$ cat src/rtl/hour_counter.sv
// Hour stage of the clock datapath: counts hours 0..23 from the minute
// carry and shows the count as BCD in 24 h or 12 h form with a PM flag.
//
// Parameters:
//   DEBOUNCE_CYCLES  stable cycles before a new button level is accepted
//   RESET_HOUR       hour count loaded on reset (0..23)
//
// Ports:
//   clk        system clock
//   reset      asynchronous, active-high reset
//   min_carry  minute-stage carry; counts on its rising edge only
//   set_en     1 = time-set mode (button steps hours, carry ignored)
//   btn_inc    raw bouncy increment button, active-high
//   mode_12h   1 = 12-hour display
//   hour_tens  BCD tens of the displayed hour (registered)
//   hour_ones  BCD ones of the displayed hour (registered)
//   pm         1 when the hour count is 12 or more (registered)
//   day_carry  one-cycle pulse on a 23 -> 0 rollover in run mode

module hour_counter #(
  parameter int DEBOUNCE_CYCLES = 1000000,
  parameter int RESET_HOUR      = 0
) (
  input  logic       clk,
  input  logic       reset,
  input  logic       min_carry,
  input  logic       set_en,
  input  logic       btn_inc,
  input  logic       mode_12h,
  output logic [3:0] hour_tens,
  output logic [3:0] hour_ones,
  output logic       pm,
  output logic       day_carry
);

  localparam int CW =
    (DEBOUNCE_CYCLES > 1) ? $clog2(DEBOUNCE_CYCLES) : 1;
  localparam logic [CW-1:0] DB_LAST = CW'(DEBOUNCE_CYCLES - 1);
  localparam logic [4:0]    RST_H   = 5'(RESET_HOUR);

  logic [4:0]    hours;
  logic          min_carry_prev;
  logic          btn_s1;
  logic          btn_s2;
  logic          btn_db;
  logic          btn_db_prev;
  logic [CW-1:0] db_cnt;

  logic       adv;
  logic       press;
  logic       db_diff;
  logic       at_top;
  logic [4:0] hours_nxt;

  assign adv     = min_carry & ~min_carry_prev;
  assign press   = btn_db & ~btn_db_prev;
  assign db_diff = btn_s2 ^ btn_db;
  assign at_top  = (hours >= 5'd23);

  always_comb begin
    hours_nxt = hours + 5'd1;
    if (at_top) begin
      hours_nxt = 5'd0;
    end
  end

  // Minute carry edge detector; tracks the input in both modes so a
  // carry already high when set mode ends is not seen as a new edge.
  always_ff @(posedge clk or posedge reset) begin
    if (reset) begin
      min_carry_prev <= 1'b0;
    end else begin
      min_carry_prev <= min_carry;
    end
  end

  // Two-flop synchronizer for the asynchronous button.
  always_ff @(posedge clk or posedge reset) begin
    if (reset) begin
      btn_s1 <= 1'b0;
      btn_s2 <= 1'b0;
    end else begin
      btn_s1 <= btn_inc;
      btn_s2 <= btn_s1;
    end
  end

  // Debounce: the synchronized level must differ from the accepted
  // level for DEBOUNCE_CYCLES consecutive edges to be taken.
  always_ff @(posedge clk or posedge reset) begin
    if (reset) begin
      db_cnt      <= '0;
      btn_db      <= 1'b0;
      btn_db_prev <= 1'b0;
    end else begin
      btn_db_prev <= btn_db;
      if (!db_diff) begin
        db_cnt <= '0;
      end else if (db_cnt == DB_LAST) begin
        db_cnt <= '0;
        btn_db <= btn_s2;
      end else begin
        db_cnt <= db_cnt + 1'b1;
      end
    end
  end

  // Hour count and rollover pulse.
  always_ff @(posedge clk or posedge reset) begin
    if (reset) begin
      hours     <= RST_H;
      day_carry <= 1'b0;
    end else begin
      day_carry <= 1'b0;
      unique case (1'b1)
        set_en: begin
          if (press) begin
            hours <= hours_nxt;
          end
        end
        default: begin
          if (adv) begin
            hours     <= hours_nxt;
            day_carry <= at_top;
          end
        end
      endcase
    end
  end

  // Display formatting.
  logic [4:0] disp_h;
  logic [3:0] tens_c;
  logic [3:0] ones_c;

  always_comb begin
    disp_h = hours;
    if (mode_12h) begin
      if (hours >= 5'd12) begin
        disp_h = hours - 5'd12;
      end
      if (disp_h == 5'd0) begin
        disp_h = 5'd12;
      end
    end
  end

  always_comb begin
    tens_c = 4'd0;
    ones_c = 4'(disp_h);
    if (disp_h >= 5'd20) begin
      tens_c = 4'd2;
      ones_c = 4'(disp_h - 5'd20);
    end else if (disp_h >= 5'd10) begin
      tens_c = 4'd1;
      ones_c = 4'(disp_h - 5'd10);
    end
  end

  always_ff @(posedge clk or posedge reset) begin
    if (reset) begin
      hour_tens <= 4'd0;
      hour_ones <= 4'd0;
      pm        <= 1'b0;
    end else begin
      hour_tens <= tens_c;
      hour_ones <= ones_c;
      pm        <= (hours >= 5'd12);
    end
  end

endmodule

$ cat config.mk
export PLATFORM = sky130hd
export DESIGN_NAME = hour_counter
export DESIGN_NICKNAME = d
export VERILOG_FILES = /design/src/rtl/hour_counter.sv
export SDC_FILE = /design/constraint.sdc
export NUM_CORES = 1
export LEC_CHECK = 0
export BUFFER_PORTS_ARGS = -buffer_cell sky130_fd_sc_hd__buf_2
export CAP_MARGIN = 20
export CORE_MARGIN = 8
export CORE_UTILIZATION = 34
export CTS_CLUSTER_SIZE = 16
export DETAILED_ROUTE_END_ITERATION = 10
export PLACE_DENSITY = 0.57
export SLEW_MARGIN = 20
export SYNTH_ARGS = -nofsm -noshare
export SYNTH_HDL_FRONTEND = slang
export SYNTH_SLANG_ARGS = --single-unit
$ cat constraint.sdc
create_clock -name clk -period 5.9 [get_ports clk]
set_clock_uncertainty 0.1 [all_clocks]
set_input_delay 0.59 -clock clk [delete_from_list [all_inputs] [get_ports clk]]
set_output_delay 0.59 -clock clk [all_outputs]
set_load 0.1 [all_outputs]
# After elaboration in Yosys (flattened, before gate mapping)
# Index checks and enable logic that the tools add are counted.
op_classes:
  order_cmp: 4
  eq_ne: 2
  reduce_logical: 4
  bitwise_logic: 5
  addsub: 5
  muxes: 16
op_table:
  columns: ["operator", "count"]
  rows:
  - ["2-to-1 mux 20 bit", 2]
  - ["2-to-1 mux 5 bit", 8]
  - ["adder 20 x 1 -> 20 bit, second input constant", 1]
  - ["equality test 20 bit, second input constant", 1]
  - ["greater-or-equal comparator 5 x 4 -> 1 bit, second input constant", 2]
  - ["greater-or-equal comparator 5 bit, second input constant", 2]
  - ["2-to-1 mux 4 bit", 2]
  - ["adder 5 x 1 -> 5 bit, second input constant", 1]
  - ["logical NOT 5 bit", 1]
  - ["subtractor 5 x 4 -> 5 bit, second input constant", 1]
  - ["AND reduction 2 bit", 2]
  - ["subtractor 4 x 3 -> 4 bit, second input constant", 1]
  - ["subtractor 4 bit, second input constant", 1]
  - ["2-to-1 mux 1 bit", 3]
  - ["AND 1 bit", 2]
  - ["2-to-1 mux 2 bit", 1]
  - ["!= test 2 x 1 -> 1 bit, second input constant", 1]
  - ["NOT 1 bit", 2]
  - ["nonzero test 2 bit", 1]
  - ["XOR 1 bit", 1]
word_totals:
  in_bits: 6
  output_inout_bits: 10
  reg_bits: 40

# Depth between registers and ports, before layout
# Gate-level depths: netlist of run 1.
depth:
  depth_word: 9
  ltp_mapped: 10
  mapped_depth_nobuf: 10

# Least setup slack after synthesis of run 1
# No wires, ideal clock.
synth_timing:
  kind: "reg2reg"
  from: "register hours[2]"
  to: "register hour_ones[1]"
  setup_time_ns: 0.135
  required_time_ns: 5.665
  slack_ns: 3.623
  stages_incl_launch_ff: 11
  period_less_slack_ns: 2.277
  t_arrival_ns: 2.042
  cell_sequence: "dfrtp_1 ha_1 buf_6 or3b_1 nand4_1 o211a_4 inv_2 ha_1 a211o_1 xor2_1 mux2i_1"
synth_via:
  elab_chain_len: 9
synth_lines:
  columns: ["item", "line_no", "source"]
  rows:
  - ["start: declaration", "41", "logic [4:0] hours;"]
  - ["start signal: assignment", "118", "hours <= hours_nxt;"]
  - ["start signal: assignment", "123", "hours <= hours_nxt;"]
  - ["subtractor 5 x 4 -> 5 bit / greater-or-equal comparator 5 x 4 -> 1 bit (equally long branches)", "140, 139", null]
  - ["2-to-1 mux 5 bit", "139", "if (hours >= 5'd12) begin"]
  - ["2-to-1 mux 5 bit", "138", "if (mode_12h) begin"]
  - ["logical NOT 5 bit", "142", "if (disp_h == 5'd0) begin"]
  - ["2-to-1 mux 5 bit", "142", null]
  - ["2-to-1 mux 5 bit *", "138", null]
  - ["subtractor 4 bit / greater-or-equal comparator 5 x 4 -> 1 bit (equally long branches)", "156, 154", null]
  - ["2-to-1 mux 4 bit", "154", "end else if (disp_h >= 5'd10) begin"]
  - ["2-to-1 mux 4 bit *", "151", "if (disp_h >= 5'd20) begin"]
  - ["net ones_c[1]", "134", "logic [3:0] ones_c;"]
  - ["end signal: assignment", "167", "hour_ones <= ones_c;"]
  - ["end: declaration", "31", "output logic [3:0] hour_ones,"]
# The timed path passes the listed nets; every way through them passes the cells marked *. The select of a mux whose other input is x is not followed.
# A chain may end at the register's enable or synchronous reset.

# Worst setup path after layout of run 1
layout_timing:
  from: "register hours[3]"
  to: "register hour_ones[1]"
# The elaborated chain is that of the path after synthesis.

==> results of run 1 <==
## cells by family (layout without fill, tap and decap cells)
logic type / count (synthesis) / count (layout) / synth area share (%)
AO/OA/AOI/OAI: 35 / 35 / 12.4
XOR/XNOR: 21 / 21 / 9.09
adder cells (fa/ha/maj): 6 / 6 / 3.71
buffers and inverters: 18 / 32 / 4.51
flip-flops: 38 / 38 / 47.0
multiplexers: 4 / 4 / 2.04
other: 1 / 2 / 0.185
AND/OR/NAND/NOR: 87 / 87 / 21.1
## per-stage QoR
step / hold slack (ns) / instances / utilization, % / setup slack [ns]
global route: 0.296 / 300 / 38.1 / 3.05
detailed placement: 0.301 / 292 / 36.6 / 3.30
global placement: 0.280 / 292 / 36.6 / 3.36
finish: 0.300 / 300 / 38.1 / 3.27
floorplan: 0.231 / 211 / - / 3.62
CTS: 0.292 / 300 / 38.1 / 3.30
## worst min path at each step
stage	depth (start not counted)	endpoint	from
after global placement	0	btn_s2	btn_s1
after detailed placement	0	btn_s2	btn_s1
after CTS	1	btn_s1	btn_inc
after global routing	1	btn_s1	btn_inc
after floorplan	0	btn_s2	btn_s1
final	3	btn_s1	reset
## worst min-delay path, cell delays in order
cell and delay (ns):
buf_2 0.09, inv_1 0.04, buf_4 0.41
## power by group
part           switching [mW]  leakage (nW)  total (mW)  internal [mW]
Combinational           0.346         0.453       0.481          0.135
Clock                  0.0892        0.0482       0.183         0.0942
Sequential             0.0491         0.504       0.349          0.300
Total                   0.484          1.01        1.01          0.530
## final cells by class
cell class / count / area, sq um / area share (%)
clock buffer: 7 / 86.3 / 3.87
multi-input combinational: 155 / 985 / 44.1
sequential: 38 / 951 / 42.6
inverter: 10 / 37.5 / 1.68
timing repair buffer: 14 / 72.6 / 3.25
clock inverter: 1 / 5.00 / 0.224
tap: 75 / 93.8 / 4.21
## state kept, by name, summed over array words and instances, names as in the netlist
name / flops
hour_ones: 4
btn_s2: 1
day_carry: 1
hour_tens: 2
db_cnt: 20
pm: 1
btn_db: 1
btn_s1: 1
btn_db_prev: 1
hours: 5
min_carry_prev: 1
## layer usage
metal | up-vias | GRT usage, %
met2 | 23 | 15.2
met5 | - | 0
li1 | 735 | -
met4 | 0 | 5.10
met3 | 5 | 3.04
met1 | 673 | 12.1
## cells in the mapped netlist (all sizes together) (2+ instances only)
cell type	number
dfrtp	38
nor2	29
nand2	18
xor2	11
inv	10
nand3	10
o21ai	10
xnor2	10
a21oi	8
buf	8
ha	6
and3	5
and2	4
nand4	4
a211o	3
mux2i	3
nor2b	3
nor3	3
a21boi	2
and4	2
nand3b	2
o211ai	2
==> results.py, run 1 <==
metrics = {
    "run_status": {
        "status": "finished clean",
    },
    "clocking": {
        "cts_resized": 0,
        "insertion_delay_ns": 0.29,
        "root_buffer": "clkbuf_8",
        "cts.htree.levels": 2,
        "cts_setup_buffers": 0,
        "clkTransAtPathRegs_ns": 0.07,
        "cts_hold_buf": 0,
        "clk_path_buf_depth": 2,
        "numClockSinks": 38,
        "cts_tree": "done",
        "numCtsBuffers": 5,
    },
    "yosys": {
        "syn_area_per_cell_sq_um": 9.63,
        "ys.flop_type": "dfrtp_1",
        "ys_warn_count": 0,
        "ys_async_sr_fraction_pct": 100,
        "yosys.area.top_type": "dfrtp_1",
        "ys_types": 47,
        "syn_area_sq_um": 2020,
        "synth-seq-cells": 38,
        "synth_top_area_share_pct": 47.0,
        "ys_top_cells_by_area": "dfrtp_1 (47%), nor2_1 (5.4%), xor2_1 (4.8%)",
        "yosysSeqAreaShare_pct": 47.0,
        "synth-edff-count": 0,
        "syn_inst": 210,
    },
    "layout": {
        "n_fill_cell": 575,
        "drive_gt1_share_pct": 12.0,
        "fin_nets": 236,
        "final_cell_mix": "dfrtp_1 (38), nor2_1 (29), nand2_1 (18), buf_2 (13), xor2_1 (11)",
        "layout_commonest_cell": "dfrtp_1",
        "diodes": 0,
        "design_area_sq_um": 2230,
        "area_growth_pct": 10.3,
    },
    "setup_path": {
        "worstSetupEndpointType": "flop",
        "crit_chain": "ha_1 -> a21oi_1 -> a22oi_1 -> o211a_4 -> inv_2 -> ha_1 -> a211o_1 -> xor2_1 -> mux2i_1",
        "rr_endpoint": "hour_ones[1]",
        "crit_path_start": "hours[3]",
        "startpoint_type": "flop",
        "crit_slowest_cell": "dfrtp_1",
        "critical_path_buf_inv_count": 1,
        "r2r_slack_ns": 3.27,
        "path_class": "flop to flop",
        "rr_worst_depth": 9,
        "critical-path-max-stage-delay_ns": 0.55,
        "critPathRequiredTime_ns": 5.96,
        "crit_end": "hour_ones[1]",
        "r2r_start": "hours[3]",
        "cp.arrival_ns": 2.69,
        "crit_family": "compound AO/OA/AOI/OAI gates",
        "worst-path-max-fanout": 10,
        "worst_path_most_repeated_cell": "ha_1",
        "cp.depth": 9,
    },
    "routing": {
        "firstDrtPassIters": 4,
        "top_layer": "met4",
        "met2_length_mm": 1.66,
        "drtIter0Drc": 67,
        "post_drt_wl_per_cell_um": 12.4,
        "routedLengthMet1_mm": 1.81,
        "vias": 1436,
        "drtAntennaViolNets": 0,
        "wl_mm": 3.71,
        "route.detailed.drc": 0,
        "via_per_inst": 4.79,
        "wl_met3_um": 159,
    },
    "hold_path": {
        "worstHoldPathType": "primary input to async pin",
    },
    "global_routing": {
        "antenna_found_initial": 0,
        "grt_pass1_wl_mm": 6.85,
        "grt_max_degree": 39,
        "grt_overflow": 0,
        "gr-usage-all-layers_pct": 9.86,
        "grt_pass1_vias": 1495,
    },
    "pwr": {
        "power.leakage_nw": 1.01,
        "ir_drop_v": 0.000305,
        "total_power_mw": 1.01,
        "p_per_area_nw_per_um2": 454,
    },
    "die": {
        "fp.dieW_um": 93.1,
        "io_pins": 16,
        "core_area_sq_um": 5850,
        "fp-row-count": 28,
        "initial_utilization_pct": 34.6,
        "die_h_um": 93.1,
        "dieArea_sq_um": 8680,
    },
    "timing": {
        "maxSlewViolCount": 0,
        "finalHoldViolCount": 0,
        "post-route-min-period_ns": 2.63,
        "finalSetupViolCount": 0,
        "max_freq_ghz": 0.380,
        "fin_setup_tns_ns": 0,
        "rsz0062_at_grt": "false",
        "finalCritPeriodShare_pct": 44.6,
        "slew_headroom_pct": 54.8,
        "worst_pin_slew_ns": 0.678,
    },
    "placement": {
        "placed_area_sq_um": 2140,
        "dp_hpwl_mm": 2.58,
        "finalWeightedCongestion": 0.810,
        "port_buffers": 13,
    },
    "flow_run": {
        "cap_violations": 0,
    },
}
Note: power is estimated with default switching activity, not from simulation.
==> run 2, diff against run 1 <==
==> constraint.sdc (replaced) <==
create_clock -name clk -period 2.6 [get_ports clk]
set_clock_uncertainty 0.1 [all_clocks]
set_input_delay 0.26 -clock clk [delete_from_list [all_inputs] [get_ports clk]]
set_output_delay 0.26 -clock clk [all_outputs]
set_load 0.1 [all_outputs]
==> run 2 against run 1 <==
Combinational power up 140%. Cell count is 2.3% higher. Fmax up 6.7%. Clock power grew to 2.7 times the previous value. Total power up 140%. Sequential power grew 120%. Via count is 1.3% higher. Critical path depth stayed put. Critical path type unchanged. Largest cell class unchanged.
==> results.py, run 2 (synthesis gave the netlist of run 1 again) <==
metrics = {
    "run_status": {
        "status": "finished clean",
    },
    "setup_path": {
        "r2r_start": "hours[0]",
        "startpoint_type": "flop",
        "critical-path-max-stage-delay_ns": 0.43,
        "rr_worst_depth": 9,
        "crit_slowest_cell": "dfrtp_1",
        "cp.arrival_ns": 2.55,
        "rr_endpoint": "hour_ones[3]",
        "critical_path_buf_inv_count": 2,
        "cp.depth": 9,
        "crit_chain": "inv_1 -> ha_1 -> a21boi_0 -> a22oi_1 -> o211a_4 -> inv_2 -> ha_1 -> a311o_1 -> and3_1",
        "worst-path-max-fanout": 6,
        "crit_family": "compound AO/OA/AOI/OAI gates",
        "worstSetupEndpointType": "flop",
        "r2r_slack_ns": 0.13,
        "worst_path_most_repeated_cell": "ha_1",
        "path_class": "flop to flop",
        "critPathRequiredTime_ns": 2.68,
    },
    "layout": {
        "drive_gt1_share_pct": 14.2,
        "final_cell_mix": "dfrtp_1 (38), nor2_1 (29), nand2_1 (18), buf_2 (13), xor2_1 (11)",
        "utilization_pct": 39.5,
        "area_growth_pct": 14.3,
        "top_regs": "db_cnt (20), hours (5), hour_ones (4)",
        "layout_commonest_cell": "dfrtp_1",
        "largest_reg_flops": 20,
        "diodes": 0,
        "fin_nets": 243,
        "regMostFlops": "db_cnt",
    },
    "routing": {
        "vias": 1455,
        "drtIter0Drc": 53,
        "post_drt_wl_per_cell_um": 12.3,
        "drtAntennaViolNets": 0,
        "route.detailed.drc": 0,
        "wl_mm": 3.77,
        "firstDrtPassIters": 4,
        "via_per_inst": 4.74,
    },
    "hold_path": {
        "worstHoldPathType": "primary input to flop",
        "hp-start": "set_en",
        "whs_path_depth": 4,
        "hold-path-endpoint": "day_carry",
    },
    "pwr": {
        "ir_drop_v": 0.000655,
        "total_power_mw": 2.41,
        "p_per_area_nw_per_um2": 1040,
        "power.leakage_nw": 1.05,
    },
    "global_routing": {
        "grt_pass1_vias": 1447,
        "antenna_found_initial": 0,
        "grt_overflow": 0,
        "grt_pass1_wl_mm": 6.52,
        "gr-usage-all-layers_pct": 9.51,
        "grt_max_degree": 39,
    },
    "placement": {
        "port_buffers": 13,
        "preCtsSetupSlack_ns": 0.143,
        "finalWeightedCongestion": 0.771,
        "dp_hpwl_mm": 2.59,
    },
    "clocking": {
        "numClockSinks": 38,
        "numCtsBuffers": 5,
        "insertion_delay_ns": 0.29,
        "cts_tree": "done",
        "clkTransAtPathRegs_ns": 0.08,
        "root_buffer": "clkbuf_8",
        "clk_path_buf_depth": 2,
        "cts.htree.levels": 2,
    },
    "die": {
        "die_h_um": 93.1,
        "initial_utilization_pct": 34.6,
        "core_area_sq_um": 5850,
        "io_pins": 16,
        "fp.dieW_um": 93.1,
        "dieArea_sq_um": 8680,
        "fp-row-count": 28,
    },
    "timing": {
        "fin_setup_tns_ns": 0,
        "post-route-min-period_ns": 2.47,
        "max_freq_ghz": 0.406,
        "worst_hold_slack_ns": 0.176,
        "worst_pin_slew_ns": 0.610,
        "finalHoldViolCount": 0,
        "maxSlewViolCount": 0,
        "rsz0062_at_grt": "false",
        "finalCritPeriodShare_pct": 94.8,
        "slew_headroom_pct": 59.3,
        "finalSetupViolCount": 0,
        "setup_slack_ns": 0.135,
    },
    "flow_run": {
        "cap_violations": 0,
    },
}
[run 2: changes by cell type in the layout (fill, tap and decap cells not counted), sizes merged]
| cell | change |
|---|---|
| buf | +4 |
| clkinv | +1 |
| dlygate4sd3 | +3 |
| bufinv | +1 |
| clkbuf | -2 |
[run 2: worst reg2reg max path: stages (launching register included)]
cell and delay [ns]:
dfrtp_1 0.43, inv_1 0.15, ha_1 0.31, a21boi_0 0.26, a22oi_1 0.11, o211a_4 0.26
inv_2 0.09, ha_1 0.23, a311o_1 0.26, and3_1 0.16
[run 2: repair_timing]
action                                 in CTS  in global routing
endpoints found under the hold margin      40                  0
gates resized for setup                     0                  1
setup buffers                               0                  0
setup endpoints to repair                   0                  2
hold buffers                                3                  0
[run 2: worst max-delay path by stage]
stage	from	endpoint	slack, ns
finish	hours[0]	hour_ones[3]	0.13
global route	hours[0]	hour_ones[3]	0.02
CTS	hours[0]	hour_ones[1]	0.15
floorplan	hours[2]	hour_ones[1]	0.32
global placement	hours[0]	hour_ones[1]	0.22
detailed placement	hours[0]	hour_ones[1]	0.14
[run 2: cell type report]
| type | count | area (sq um) |
|---|---|---|
| timing repair buffer | 21 | 133 |
| tap | 75 | 93.8 |
| clock inverter | 3 | 40.0 |
| clock buffer | 5 | 68.8 |
| sequential | 38 | 951 |
| multi-input combinational | 155 | 988 |
| fill | 578 | 3540 |
| inverter | 10 | 37.5 |
[run 2: layer usage]
metal  global-route usage (%)  up-vias  wire [um]
met5                        0        -          0
met4                     6.04        0         87
met3                     2.32        6        105
met2                     15.4       17       1730
met1                     11.1      677       1850
li1                         -      755          -
[run 2: stage by stage]
stage               std cells  instance area, sq um
global placement          296                  2170
CTS                       307                  2310
floorplan                 211                  2030
finish                    307                  2310
detailed placement        296                  2170
global route              307                  2310
[run 2: power breakdown]
part / leakage [nW] / internal (mW) / switching, mW / total [mW]
combinational: 0.486 / 0.337 / 0.821 / 1.16
clock: 0.0579 / 0.282 / 0.207 / 0.490
sequential: 0.504 / 0.682 / 0.0783 / 0.760
==> run 3, diff against run 2 <==
--- a/config.mk
+++ b/config.mk
@@ -11,7 +11,8 @@
 export CORE_UTILIZATION = 34
 export CTS_CLUSTER_SIZE = 16
 export DETAILED_ROUTE_END_ITERATION = 10
-export PLACE_DENSITY = 0.57
+export PLACE_DENSITY = 0.59
+export RECOVER_POWER = 100
 export SLEW_MARGIN = 20
 export SYNTH_ARGS = -nofsm -noshare
 export SYNTH_HDL_FRONTEND = slang
==> constraint.sdc (replaced) <==
create_clock -name clk -period 2 [get_ports clk]
set_clock_uncertainty 0.1 [all_clocks]
set_input_delay 0.2 -clock clk [delete_from_list [all_inputs] [get_ports clk]]
set_output_delay 0.2 -clock clk [all_outputs]
set_load 0.1 [all_outputs]
==> run 3 against run 2 <==
The flow now finishes with violations (setup timing). Sequential cell count unchanged. Critical path depth increased by 1. Register-to-register slack got worse by 0.31 ns. Fmax increased by 14%. Count of clock-buffer cells in the layout unchanged. Sequential share of layout area decreased by 6.4 points. Critical endpoint is now hour_ones[1].
==> results.py, run 3 (synthesis gave the netlist of run 1 again) <==
metrics = {
    "run_status": {
        "status": "complete, but fails checks",
        "violations": "setup timing",
    },
    "global_routing": {
        "grt_pass1_vias": 1630,
        "grt_pass1_wl_mm": 7.33,
        "antenna_found_initial": 0,
        "grt_overflow": 0,
        "grt_max_degree": 39,
        "gr-usage-all-layers_pct": 10.4,
    },
    "placement": {
        "port_buffers": 13,
        "preCtsSetupSlack_ns": -0.215,
        "placed_area_sq_um": 2440,
        "dp.cells": 326,
        "dp_hpwl_mm": 3.13,
        "finalWeightedCongestion": 0.807,
    },
    "die": {
        "fp-row-count": 28,
        "core_area_sq_um": 5850,
        "fp.dieW_um": 93.1,
        "dieArea_sq_um": 8680,
        "initial_utilization_pct": 34.6,
        "die_h_um": 93.1,
        "io_pins": 16,
    },
    "setup_path": {
        "r2r_slack_ns": -0.17,
        "worst-path-max-fanout": 8,
        "critical-path-max-stage-delay_ns": 0.43,
        "rr_endpoint": "hour_ones[1]",
        "crit_slowest_cell": "dfrtp_1",
        "critPathRequiredTime_ns": 2.12,
        "worst_path_most_repeated_cell": "buf_4",
        "rr_worst_depth": 10,
        "cp.arrival_ns": 2.29,
        "startpoint_type": "flop",
        "path_class": "flop to flop",
        "worstSetupEndpointType": "flop",
        "r2r_start": "hours[3]",
        "crit_chain": "ha_4 -> buf_6 -> xor2_2 -> o211ai_2 -> buf_4 -> buf_4 -> o22ai_1 -> a211o_1 -> xor2_1 -> mux2i_1",
    },
    "layout": {
        "area_growth_pct": 35.2,
        "regMostFlops": "db_cnt",
        "design_area_sq_um": 2740,
        "final_cell_mix": "dfrtp_1 (38), buf_4 (32), nor2_1 (26), nand2_1 (17)",
        "largest_reg_flops": 20,
        "stdcell_count": 341,
        "top_regs": "db_cnt (20), hours (5), hour_ones (4)",
        "layout_commonest_cell": "dfrtp_1",
        "utilization_pct": 46.7,
        "diodes": 0,
        "drive_gt1_share_pct": 30.5,
        "fin_nets": 277,
    },
    "hold_path": {
        "whs_path_depth": 4,
        "worstHoldPathType": "primary input to flop",
        "hold-path-endpoint": "day_carry",
        "hp-start": "set_en",
    },
    "routing": {
        "via_per_inst": 4.79,
        "post_drt_wl_per_cell_um": 13.0,
        "wl_mm": 4.44,
        "route.detailed.drc": 0,
        "firstDrtPassIters": 4,
        "vias": 1635,
        "drtIter0Drc": 37,
        "drtAntennaViolNets": 0,
    },
    "pwr": {
        "power.leakage_nw": 1.24,
        "total_power_mw": 3.83,
        "ir_drop_v": 0.00118,
        "p_per_area_nw_per_um2": 1400,
    },
    "timing": {
        "slew_headroom_pct": 37.6,
        "post-route-min-period_ns": 2.17,
        "worst_pin_slew_ns": 0.936,
        "rsz0062_at_grt": "true",
        "finalHoldViolCount": 0,
        "fin_setup_tns_ns": -0.597,
        "maxSlewViolCount": 0,
        "max_freq_ghz": 0.461,
        "finalSetupViolCount": 4,
        "worst_hold_slack_ns": 0.125,
        "setup_slack_ns": -0.171,
        "finalCritPeriodShare_pct": 109,
    },
    "clocking": {
        "clk_path_buf_depth": 2,
        "insertion_delay_ns": 0.30,
        "cts.htree.levels": 2,
        "numCtsBuffers": 5,
        "root_buffer": "clkbuf_8",
        "clkTransAtPathRegs_ns": 0.09,
        "numClockSinks": 38,
        "cts_tree": "done",
    },
    "flow_run": {
        "cap_violations": 0,
    },
}
## run 3: changes by cell type in the layout (fill, tap and decap cells not counted), moves of 4 or more
cell	before	now
clkbuf_2	0	9
ha_4	0	4
buf_4	5	32
ha_1	6	1
buf_2	13	4
## run 3: worst max-delay path: cells and delay by family, from the launching register on
family / cells / cell delay, ns
multiplexers: 1 / 0.13
flip-flops: 1 / 0.43
adder cells (fa/ha/maj): 1 / 0.21
XOR/XNOR: 2 / 0.29
buffers and inverters: 3 / 0.35
AO/OA/AOI/OAI: 3 / 0.60
## run 3: repair_timing
item                                    4_1_cts  5_1_grt
cloned                                        0        1
pin swaps                                     8       10
hold buffers                                  3        0
endpoints found under the setup margin       25       26
endpoints found under the hold margin        40        0
gates resized for setup                       7       14
buffers inserted                              1        2
## run 3: worst max-delay path by stage
stage | startpoint | to | slack [ns] | cells after the start
after floorplan | hours[2] | hour_ones[1] | -0.22 | 10
after global placement | hours[3] | hour_ones[1] | -0.17 | 9
after detailed placement | hours[3] | hour_ones[1] | -0.22 | 9
after CTS | hours[3] | hour_ones[3] | -0.19 | 9
after global routing | hours[3] | hour_ones[3] | -0.25 | 9
final | hours[3] | hour_ones[1] | -0.17 | 10
## run 3: cell type report
class / instances / area, sq um
clock buffer: 5 / 68.8
clock inverter: 3 / 68.8
fill: 552 / 3120
inverter: 10 / 40.0
multi-input combinational: 155 / 1090
sequential: 38 / 951
tap: 75 / 93.8
timing repair buffer: 55 / 422
## run 3: where the power goes
part           leakage [nW]  switching (mW)  internal, mW  total (mW)
clock                0.0683           0.293         0.500       0.793
combinational         0.667            1.27         0.822        2.09
sequential            0.504          0.0607         0.887       0.947
## run 3: routing by layer
metal	vias up	routed length (um)	track usage, %
met4	0	78	5.10
met1	786	2090	11.8
met2	18	2130	17.6
met5	-	0	0
met3	7	138	2.88
li1	824	-	-
